==> src/rtl/tpu_host_loader_if.sv <==
// Host loader bus bundle: host input stream, host result stream and the
// byte/flag/start bus toward the tpu, plus loader status outputs.
interface tpu_host_loader_if;
    logic [7:0] in_data;
    logic       in_valid;
    logic       in_ready;
    logic [7:0] ui_in;
    logic       fetch_w;
    logic       fetch_inp;
    logic       fetch_ins;
    logic       start;
    logic [7:0] tpu_out;
    logic [7:0] out_data;
    logic       out_valid;
    logic       out_ready;
    logic       busy;
    logic       done;

    // Host / tpu-model side
    modport master (
        output in_data, in_valid, tpu_out, out_ready,
        input  in_ready, ui_in, fetch_w, fetch_inp, fetch_ins, start,
               out_data, out_valid, busy, done
    );

    // Loader side
    modport slave (
        input  in_data, in_valid, tpu_out, out_ready,
        output in_ready, ui_in, fetch_w, fetch_inp, fetch_ins, start,
               out_data, out_valid, busy, done
    );
endinterface

==> src/rtl/tpu_host_loader.sv <==
// Host-side front end for the tpu: decodes framed host bytes into the tpu
// byte bus with fetch flags, issues start, captures result bytes from the
// tpu after a fixed delay and streams them back to the host.
module tpu_host_loader #(
    parameter int CAP_DELAY    = 12,
    parameter int RESULT_BYTES = 4
) (
    input logic              clk,
    input logic              reset,
    tpu_host_loader_if.slave bus
);
    localparam int IDX_W = (RESULT_BYTES > 1) ? $clog2(RESULT_BYTES) : 1;
    localparam logic [IDX_W-1:0] LAST_IDX  = IDX_W'(RESULT_BYTES - 1);
    localparam logic [7:0]       WAIT_LAST = 8'(CAP_DELAY - 1);

    typedef enum logic [2:0] {
        IDLE, PAYLOAD, START, WAIT, CAPTURE, DRAIN
    } state_t;

    state_t           state;
    logic [1:0]       frame_type;
    logic [5:0]       remaining;
    logic [7:0]       wait_cnt;
    logic [IDX_W-1:0] cap_idx;
    logic [IDX_W-1:0] drain_idx;
    logic [7:0]       result_buf [RESULT_BYTES];
    logic             in_fire;
    logic             out_fire;

    assign in_fire  = bus.in_valid & bus.in_ready;
    assign out_fire = bus.out_valid & bus.out_ready;

    // Frame decode, run sequencing, result capture and drain; all outputs registered
    always_ff @(posedge clk or posedge reset) begin
        if (reset) begin
            state         <= IDLE;
            frame_type    <= 2'b00;
            remaining     <= '0;
            wait_cnt      <= '0;
            cap_idx       <= '0;
            drain_idx     <= '0;
            bus.in_ready  <= 1'b1;
            bus.ui_in     <= '0;
            bus.fetch_w   <= 1'b0;
            bus.fetch_inp <= 1'b0;
            bus.fetch_ins <= 1'b0;
            bus.start     <= 1'b0;
            bus.out_data  <= '0;
            bus.out_valid <= 1'b0;
            bus.busy      <= 1'b0;
            bus.done      <= 1'b0;
            for (int i = 0; i < RESULT_BYTES; i++) begin
                result_buf[i] <= '0;
            end
        end else begin
            // Flag and pulse outputs are single-cycle unless re-asserted below
            bus.fetch_w   <= 1'b0;
            bus.fetch_inp <= 1'b0;
            bus.fetch_ins <= 1'b0;
            bus.start     <= 1'b0;
            bus.done      <= 1'b0;
            case (state)
                IDLE: begin
                    if (in_fire) begin
                        if (bus.in_data[7:6] == 2'b11) begin
                            state        <= START;
                            bus.start    <= 1'b1;
                            bus.in_ready <= 1'b0;
                            bus.busy     <= 1'b1;
                        end else if (bus.in_data[5:0] != 6'd0) begin
                            state      <= PAYLOAD;
                            frame_type <= bus.in_data[7:6];
                            remaining  <= bus.in_data[5:0];
                            bus.busy   <= 1'b1;
                        end
                    end
                end
                PAYLOAD: begin
                    if (in_fire) begin
                        bus.ui_in <= bus.in_data;
                        case (frame_type)
                            2'b00:   bus.fetch_w   <= 1'b1;
                            2'b01:   bus.fetch_inp <= 1'b1;
                            default: bus.fetch_ins <= 1'b1;
                        endcase
                        remaining <= remaining - 6'd1;
                        if (remaining == 6'd1) begin
                            state    <= IDLE;
                            bus.busy <= 1'b0;
                        end
                    end
                end
                START: begin
                    // Cycle after start is offset 1 from the start cycle
                    wait_cnt <= 8'd1;
                    cap_idx  <= '0;
                    if (CAP_DELAY == 1) begin
                        state <= CAPTURE;
                    end else begin
                        state <= WAIT;
                    end
                end
                WAIT: begin
                    wait_cnt <= wait_cnt + 8'd1;
                    if (wait_cnt == WAIT_LAST) begin
                        state <= CAPTURE;
                    end
                end
                CAPTURE: begin
                    result_buf[cap_idx] <= bus.tpu_out;
                    cap_idx             <= cap_idx + 1'b1;
                    if (cap_idx == LAST_IDX) begin
                        state         <= DRAIN;
                        drain_idx     <= '0;
                        bus.out_valid <= 1'b1;
                        // With a single result byte, buffer[0] is being written this edge
                        bus.out_data  <= (cap_idx == '0) ? bus.tpu_out : result_buf[0];
                    end
                end
                DRAIN: begin
                    if (out_fire) begin
                        if (drain_idx == LAST_IDX) begin
                            state         <= IDLE;
                            bus.out_valid <= 1'b0;
                            bus.done      <= 1'b1;
                            bus.busy      <= 1'b0;
                            bus.in_ready  <= 1'b1;
                        end else begin
                            drain_idx    <= drain_idx + 1'b1;
                            bus.out_data <= result_buf[drain_idx + 1'b1];
                        end
                    end
                end
                default: state <= IDLE;
            endcase
        end
    end
endmodule

==> src/flat_wrapper.sv <==
// flat-port wrapper written by rule: the top's interface ports become plain ports
module tpu_host_loader_flat 
#(
    parameter int CAP_DELAY    = 12,
    parameter int RESULT_BYTES = 4
)
  (clk, reset, bus_in_data, bus_in_valid, bus_tpu_out, bus_out_ready, bus_in_ready, bus_ui_in, bus_fetch_w, bus_fetch_inp, bus_fetch_ins, bus_start, bus_out_data, bus_out_valid, bus_busy, bus_done);
  tpu_host_loader_if bus_i ();
  input logic clk;
  input logic reset;
  input wire logic [$bits(bus_i.in_data)-1:0] bus_in_data;
  input wire logic [$bits(bus_i.in_valid)-1:0] bus_in_valid;
  input wire logic [$bits(bus_i.tpu_out)-1:0] bus_tpu_out;
  input wire logic [$bits(bus_i.out_ready)-1:0] bus_out_ready;
  output wire logic [$bits(bus_i.in_ready)-1:0] bus_in_ready;
  output wire logic [$bits(bus_i.ui_in)-1:0] bus_ui_in;
  output wire logic [$bits(bus_i.fetch_w)-1:0] bus_fetch_w;
  output wire logic [$bits(bus_i.fetch_inp)-1:0] bus_fetch_inp;
  output wire logic [$bits(bus_i.fetch_ins)-1:0] bus_fetch_ins;
  output wire logic [$bits(bus_i.start)-1:0] bus_start;
  output wire logic [$bits(bus_i.out_data)-1:0] bus_out_data;
  output wire logic [$bits(bus_i.out_valid)-1:0] bus_out_valid;
  output wire logic [$bits(bus_i.busy)-1:0] bus_busy;
  output wire logic [$bits(bus_i.done)-1:0] bus_done;
  assign bus_i.in_data = bus_in_data;
  assign bus_i.in_valid = bus_in_valid;
  assign bus_i.tpu_out = bus_tpu_out;
  assign bus_i.out_ready = bus_out_ready;
  assign bus_in_ready = bus_i.in_ready;
  assign bus_ui_in = bus_i.ui_in;
  assign bus_fetch_w = bus_i.fetch_w;
  assign bus_fetch_inp = bus_i.fetch_inp;
  assign bus_fetch_ins = bus_i.fetch_ins;
  assign bus_start = bus_i.start;
  assign bus_out_data = bus_i.out_data;
  assign bus_out_valid = bus_i.out_valid;
  assign bus_busy = bus_i.busy;
  assign bus_done = bus_i.done;
  tpu_host_loader #(.CAP_DELAY(CAP_DELAY), .RESULT_BYTES(RESULT_BYTES)) u_core (.clk(clk), .reset(reset), .bus(bus_i));
endmodule
==> config.mk <==
export PLATFORM = sky130hd
export DESIGN_NAME = tpu_host_loader_flat
export DESIGN_NICKNAME = d
export VERILOG_FILES = /design/src/rtl/tpu_host_loader_if.sv /design/src/rtl/tpu_host_loader.sv /design/src/flat_wrapper.sv
export SDC_FILE = /design/constraint.sdc
export NUM_CORES = 1
export LEC_CHECK = 0
export CAP_MARGIN = 40
export CORE_MARGIN = 8
export CORE_UTILIZATION = 51
export DETAILED_ROUTE_END_ITERATION = 12
export HOLD_SLACK_MARGIN = 0.02
export PLACE_DENSITY = 0.79
export SYNTH_ARGS = -nofsm -noshare
export SYNTH_HDL_FRONTEND = slang
export SYNTH_SLANG_ARGS = --single-unit
==> constraint.sdc <==
create_clock -name clk -period 2.6 [get_ports clk]
set_clock_uncertainty 0.15 [all_clocks]
set_input_delay 0.39 -clock clk [delete_from_list [all_inputs] [get_ports clk]]
set_output_delay 0.39 -clock clk [all_outputs]
set_load 0.005 [all_outputs]
# After elaboration in Yosys (flattened, before gate mapping)
# Cells that the tools add are included.
dict set report word_totals {
  reg_bits 79
  inputBits 20
  output_inout_bits 24
}
dict set report classes {
  addsub 4
  order_cmp 3
  eq_ne 23
  mux 62
  n_bitwise 5
  n_reduce_logical 20
}
# operator count
set ops {}
lappend ops {{2-to-1 mux 8 bit} 7}
lappend ops {{bitwise mux 32 bit} 1}
lappend ops {{case mux 8 bit (2 select lines)} 2}
lappend ops {{2-to-1 mux 1 bit} 27}
lappend ops {{2-to-1 mux 3 bit} 9}
lappend ops {{2-to-1 mux 6 bit} 4}
lappend ops {{inequality test 2 x 1 -> 1 bit (second input constant)} 9}
lappend ops {{case mux 3 bit (6 select lines)} 1}
lappend ops {{binary-select mux 8 bit (select 2 bit)} 1}
lappend ops {{demux 8 bit (select 2 bit)} 1}
lappend ops {{case mux 6 bit (2 select lines)} 1}
lappend ops {{AND reduction 4 bit} 3}
lappend ops {{AND reduction 5 bit} 2}
lappend ops {{nonzero test 2 bit} 5}
lappend ops {{adder 8 x 1 -> 8 bit (second input constant)} 1}
lappend ops {{equality test 8 x 4 -> 1 bit (second input constant)} 1}
lappend ops {{case mux 2 bit (2 select lines)} 2}
lappend ops {{AND reduction 8 bit} 1}
lappend ops {{AND reduction 7 bit} 1}
lappend ops {{equality test 2 bit (second input constant)} 3}
lappend ops {{equality test 3 x 2 -> 1 bit (second input constant)} 2}
lappend ops {{equality test 3 bit (second input constant)} 2}
lappend ops {{equality test 6 x 1 -> 1 bit (second input constant)} 1}
lappend ops {{>= comparator 3 bit (second input constant)} 2}
lappend ops {{other kinds (20)} 28}

# Logic depth before layout (Yosys ltp)
dict set report logic_depth {
  ltp_word 8
  mapped_depth 8
  mapped_depth_nobuf 7
}

# Least setup slack after synthesis
# Ideal clock, no wire load.
dict set report synth_timing {
  path_type {reg-to-reg}
  from {reg u_core.cap_idx[0]}
  to {reg u_core.result_buf[24] in the netlist's numbering}
  setup_ns 0.125
  arrival_ns 1.726
  path_slack_ns 0.599
  stages_incl_launch_ff 7
  path_buffers 2
  synth_period_minus_slack_ns 2.001
  path_cell_list {dfrtp_1 inv_1 ha_1 clkbuf_1 and3_1 buf_2 mux2_2}
}
dict set report synth_between {
  elab_chain_len 6
}
# element line_no
set synth_lines {}
lappend synth_lines {{start, declared} tpu_host_loader.sv:24} ;# logic [IDX_W-1:0] cap_idx;
lappend synth_lines {{start signal, assigned} tpu_host_loader.sv:111} ;# cap_idx <= cap_idx + 1'b1;
lappend synth_lines {{NOT 2 -> 3 bit (not written as such) *} tpu_host_loader.sv:110} ;# result_buf[cap_idx] <= bus.tpu_out;
lappend synth_lines {{>= comparator 3 bit (not written as such) / less-than comparator 3 x 1 -> 1 bit (equally long branches)} tpu_host_loader.sv:110}
lappend synth_lines {{logical AND 1 bit (not written as such)} tpu_host_loader.sv:110}
lappend synth_lines {{2-to-1 mux 8 bit (not written as such)} tpu_host_loader.sv:110}
lappend synth_lines {{demux 8 bit (select 2 bit) *} tpu_host_loader.sv:110}
lappend synth_lines {{bitwise mux 32 bit *} tpu_host_loader.sv:110}
lappend synth_lines {{end signal, assigned by index} tpu_host_loader.sv:110}
lappend synth_lines {{end, declared} tpu_host_loader.sv:26} ;# logic [7:0] result_buf [RESULT_BYTES];
# Mark *: on every way between the ends. The rest lies on a longest branch, timed or not.
# A chain may end at the register's enable or synchronous reset.

# Worst setup path after layout
dict set report layout_timing {
  from {reg u_core.state[0]}
  to {reg u_core.state[0]}
}
dict set report layout_between {
  elab_chain_len 3
}
# element line_no
set layout_lines {}
lappend layout_lines {{start, declared} tpu_host_loader.sv:20} ;# state_t state;
lappend layout_lines {{start signal, assigned} tpu_host_loader.sv:36} ;# state <= IDLE;
lappend layout_lines {{start signal, assigned} tpu_host_loader.sv:66} ;# state <= START;
lappend layout_lines {{start signal, assigned} tpu_host_loader.sv:71} ;# state <= PAYLOAD;
lappend layout_lines {{equality test 3 x 2 -> 1 bit, or another cell as far along} tpu_host_loader.sv:62} ;# case (state)
lappend layout_lines {{inequality test 2 x 1 -> 1 bit (no line) / inequality test 3 x 1 -> 1 bit (equally long branches)} -}
lappend layout_lines {{AND reduction 8 bit (no line)} -}
# Several ways; a longest one is shown, not always the timed one.

==> impl_metrics.py <==
metrics = {
    "clock_tree": {
        "cts_tree": "yes",
        "clk_pin_slew_ns": 0.08,
        "worstSkewPairLatency_ns": 0.35,
        "h-tree-depth": 3,
        "cts_setup_buffers": 0,
        "ctsResizeCount": 0,
        "cts_buffer_depth": 2,
        "cts_hold_buf": 0,
        "root_buffer": "clkbuf_8",
        "numCtsBuffers": 9,
        "cts_sinks": 79,
    },
    "routing": {
        "drc": 0,
        "wl_um": 8220,
        "vias": 2694,
        "drt-initial-drc-count": 114,
        "ant_nets": 0,
        "vias_per_cell": 5.54,
        "routedWlPerCell_um": 16.9,
        "dr.pass1.iters": 4,
    },
    "floorplan": {
        "dieArea_um2": 10600,
        "die_y_um": 103,
        "ios": 44,
        "row_count": 31,
        "initial_core_util": 0.529,
        "core_area_um2": 7290,
        "die_x_um": 103,
    },
    "sta": {
        "grt_setup_unrepaired": "false",
        "final_max_slew_viol_count": 0,
        "setup_viol": 0,
        "final.setup.tns_ns": 0,
        "worstMarginPinSlew_ns": 0.500,
        "fin_crit_sh": 0.814,
        "hold_ws_ns": 0.289,
        "hold_violations": 0,
        "fmaxAchievable_ghz": 0.473,
        "period_needed_ns": 2.12,
        "slew_headroom": 0.667,
    },
    "critical_path": {
        "crit_path_max_incr_delay_ns": 0.54,
        "start_kind": "flop",
        "path_buf_inv": 0,
        "worstPathCellList": "or3b_1 -> a21oi_1 -> a2111o_1 -> nor3_2 -> mux2i_1",
        "crit_family": "simple AND/OR/NAND/NOR gates",
        "cp_slowest_cell": "dfrtp_1",
        "arrival_ns": 2.23,
        "crit_type": "flop to flop",
        "cp-end-kind": "flop",
        "cp_data_required_time_ns": 2.72,
        "path_max_fanout": 13,
    },
    "place": {
        "portBuffers": 43,
        "hpwl_um": 5570,
        "dp.cells": 470,
        "place_congestion": 0.818,
        "placed_cell_area_um2": 4420,
    },
    "final_layout": {
        "final_area_um2": 4640,
        "finalNonFillerCells": 486,
        "drive_gt1_frac": 0.212,
        "diodes": 0,
        "final_common_cell": "dfrtp_1",
        "final_cell_mix": "dfrtp_1, mux2_2, clkdlybuf4s50_1",
        "area_growth_pct": 20.3,
        "fin_nets": 410,
    },
    "global_route": {
        "first_global_vias": 2762,
        "grt_max_degree": 80,
        "grt_usage": 0.167,
        "antenna_found_initial": 0,
        "grt.overflow.total": 0,
        "grt_pass1_wl_um": 13600,
    },
    "power": {
        "p_comb_frac": 0.037,
        "switching_share": 0.200,
        "p_per_area_nw_per_um2": 501,
        "p_leak_nw": 2.23,
        "p_int_mw": 1.86,
        "pwr-share-seq": 0.528,
        "peakVddDrop_mv": 0.405,
        "clkPwrFrac": 0.435,
        "power.switching_mw": 0.466,
    },
    "yosys": {
        "yosys_warnings": 0,
        "ys_ff_latch": 79,
        "async_reset_ff_frac": 1.00,
        "ys_types": 43,
        "synth_top_family_by_area": "multiplexers",
        "syn_inst": 335,
        "syn-cell-area_um2": 3860,
        "synth_xor_area_frac": 0.00227,
        "ys_seq_area_frac": 0.512,
        "synth_fa_ha_area_frac": 0.0259,
        "ys.flop_type": "dfrtp_1",
        "synth_edf_count": 0,
        "yosys.area_share.simple": 0.121,
        "syn_nets": 363,
        "synthMuxAreaShare": 0.231,
        "synth_compound_area_frac": 0.0755,
        "synth.avg_cell_area_um2": 11.5,
    },
    "worst_hold_path": {
        "hold_path_class": "input pin to async pin",
    },
    "flow_run": {
        "drv_cap": 0,
    },
    "run_status": {
        "status": "finished, final reports clean",
    },
}
[power groups by stage]
| stage | Combinational [mW] | Sequential (mW) | Clock, mW |
|---|---|---|---|
| final | 0.0856 | 1.23 | 1.01 |
| after global routing | 0.0962 | 1.23 | 1.08 |
| after CTS | 0.0875 | 1.23 | 1.04 |
| after detailed placement | 0.0872 | 1.25 | 0 |
| after global placement | 0.0852 | 1.25 | 0 |
| after floorplan | 0.0328 | 1.25 | 0 |
[synthesized netlist by cell type, drive strengths merged (2+ instances only)]
master	n	area, µm²
a21oi	21	105
and2	2	15.0
and3	5	31.3
buf	8	50.1
clkbuf	9	33.8
dfrtp	78	1950
ha	8	100
inv	9	33.8
mux2	50	563
mux2i	15	150
mux4	8	180
nand2	24	90.1
nand3	6	30.0
nand3b	2	15.0
nor2	33	131
nor2b	2	12.5
nor3	12	65.1
nor3b	2	15.0
nor4	4	25.0
o21ai	19	95.1
[metal layers]
| metal | part of all wire | GRT usage | wire length (µm) | up-vias |
|---|---|---|---|---|
| met5 | 0 | 0 | 0 | - |
| met1 | 0.43 | 0.193 | 3540 | 1338 |
| met4 | 0.023 | 0.0801 | 189 | 0 |
| met3 | 0.043 | 0.0392 | 350 | 16 |
| li1 | - | - | - | 1281 |
| met2 | 0.50 | 0.286 | 4140 | 59 |
[kinds of logic (layout without fill, tap and decap cells)]
kind of cell,after synthesis,after routing
AOI/OAI and AO/OA,50,50
xor gates and xnor gates,1,1
adders and majority gates,8,8
buffers and inverters,27,79
DFF,79,79
muxes,73,73
and+or+nand+nor,97,97
[final timing paths]
| check | start | end | slack [ns] | cells past startpoint |
|---|---|---|---|---|
| worst max-delay path | u_core.state[0] | u_core.state[0] | 0.48 | 5 |
| worst min-delay path | reset | u_core.result_buf[9] | 0.29 | 3 |
| worst max register to register | u_core.state[0] | u_core.state[0] | 0.48 | 5 |
| worst min register to register | u_core.frame_type[0] | u_core.bus.fetch_w | 0.32 | 1 |
| max in group asynchronous | reset | u_core.bus.in_ready | 1.65 | 3 |
| min in group clk | u_core.frame_type[0] | u_core.bus.fetch_w | 0.32 | 1 |
[through the flow]
step / power [mW] / setup slack (ns) / util
after detailed placement: 1.34 / 0.240 / 0.606
after global routing: 2.40 / 0.358 / 0.637
after floorplan: 1.28 / 0.0383 / -
after global placement: 1.34 / 0.309 / 0.606
after CTS: 2.36 / 0.493 / 0.637
final: 2.32 / 0.484 / 0.637
[final cells by class]
| cell class | count | area [µm²] |
|---|---|---|
| multi-input combinational | 229 | 1760 |
| timing repair buffer | 53 | 518 |
| clock inverter | 3 | 65.1 |
| fill | 578 | 2650 |
| clock buffer | 13 | 159 |
| inverter | 10 | 37.5 |
| sequential | 79 | 1980 |
| tap | 99 | 124 |
[sequential cells by signal, summed over array words and instances, names as in the netlist]
register              flops
u_core.bus.done           1
u_core.remaining          6
u_core.bus.fetch_ins      1
u_core.drain_idx          2
u_core.bus.start          1
u_core.wait_cnt           8
u_core.state              3
u_core.frame_type         2
u_core.bus.ui_in          8
u_core.bus.out_valid      1
u_core.bus.busy           1
u_core.bus.out_data       8
u_core.bus.fetch_w        1
u_core.bus.fetch_inp      1
u_core.bus.in_ready       1
u_core.cap_idx            2
u_core.result_buf        32
[worst min-delay path: cells and delay by family]
kind	cells	cell delay, ns
buffers and inverters	3	0.82
(Power assumes the default switching activity.)
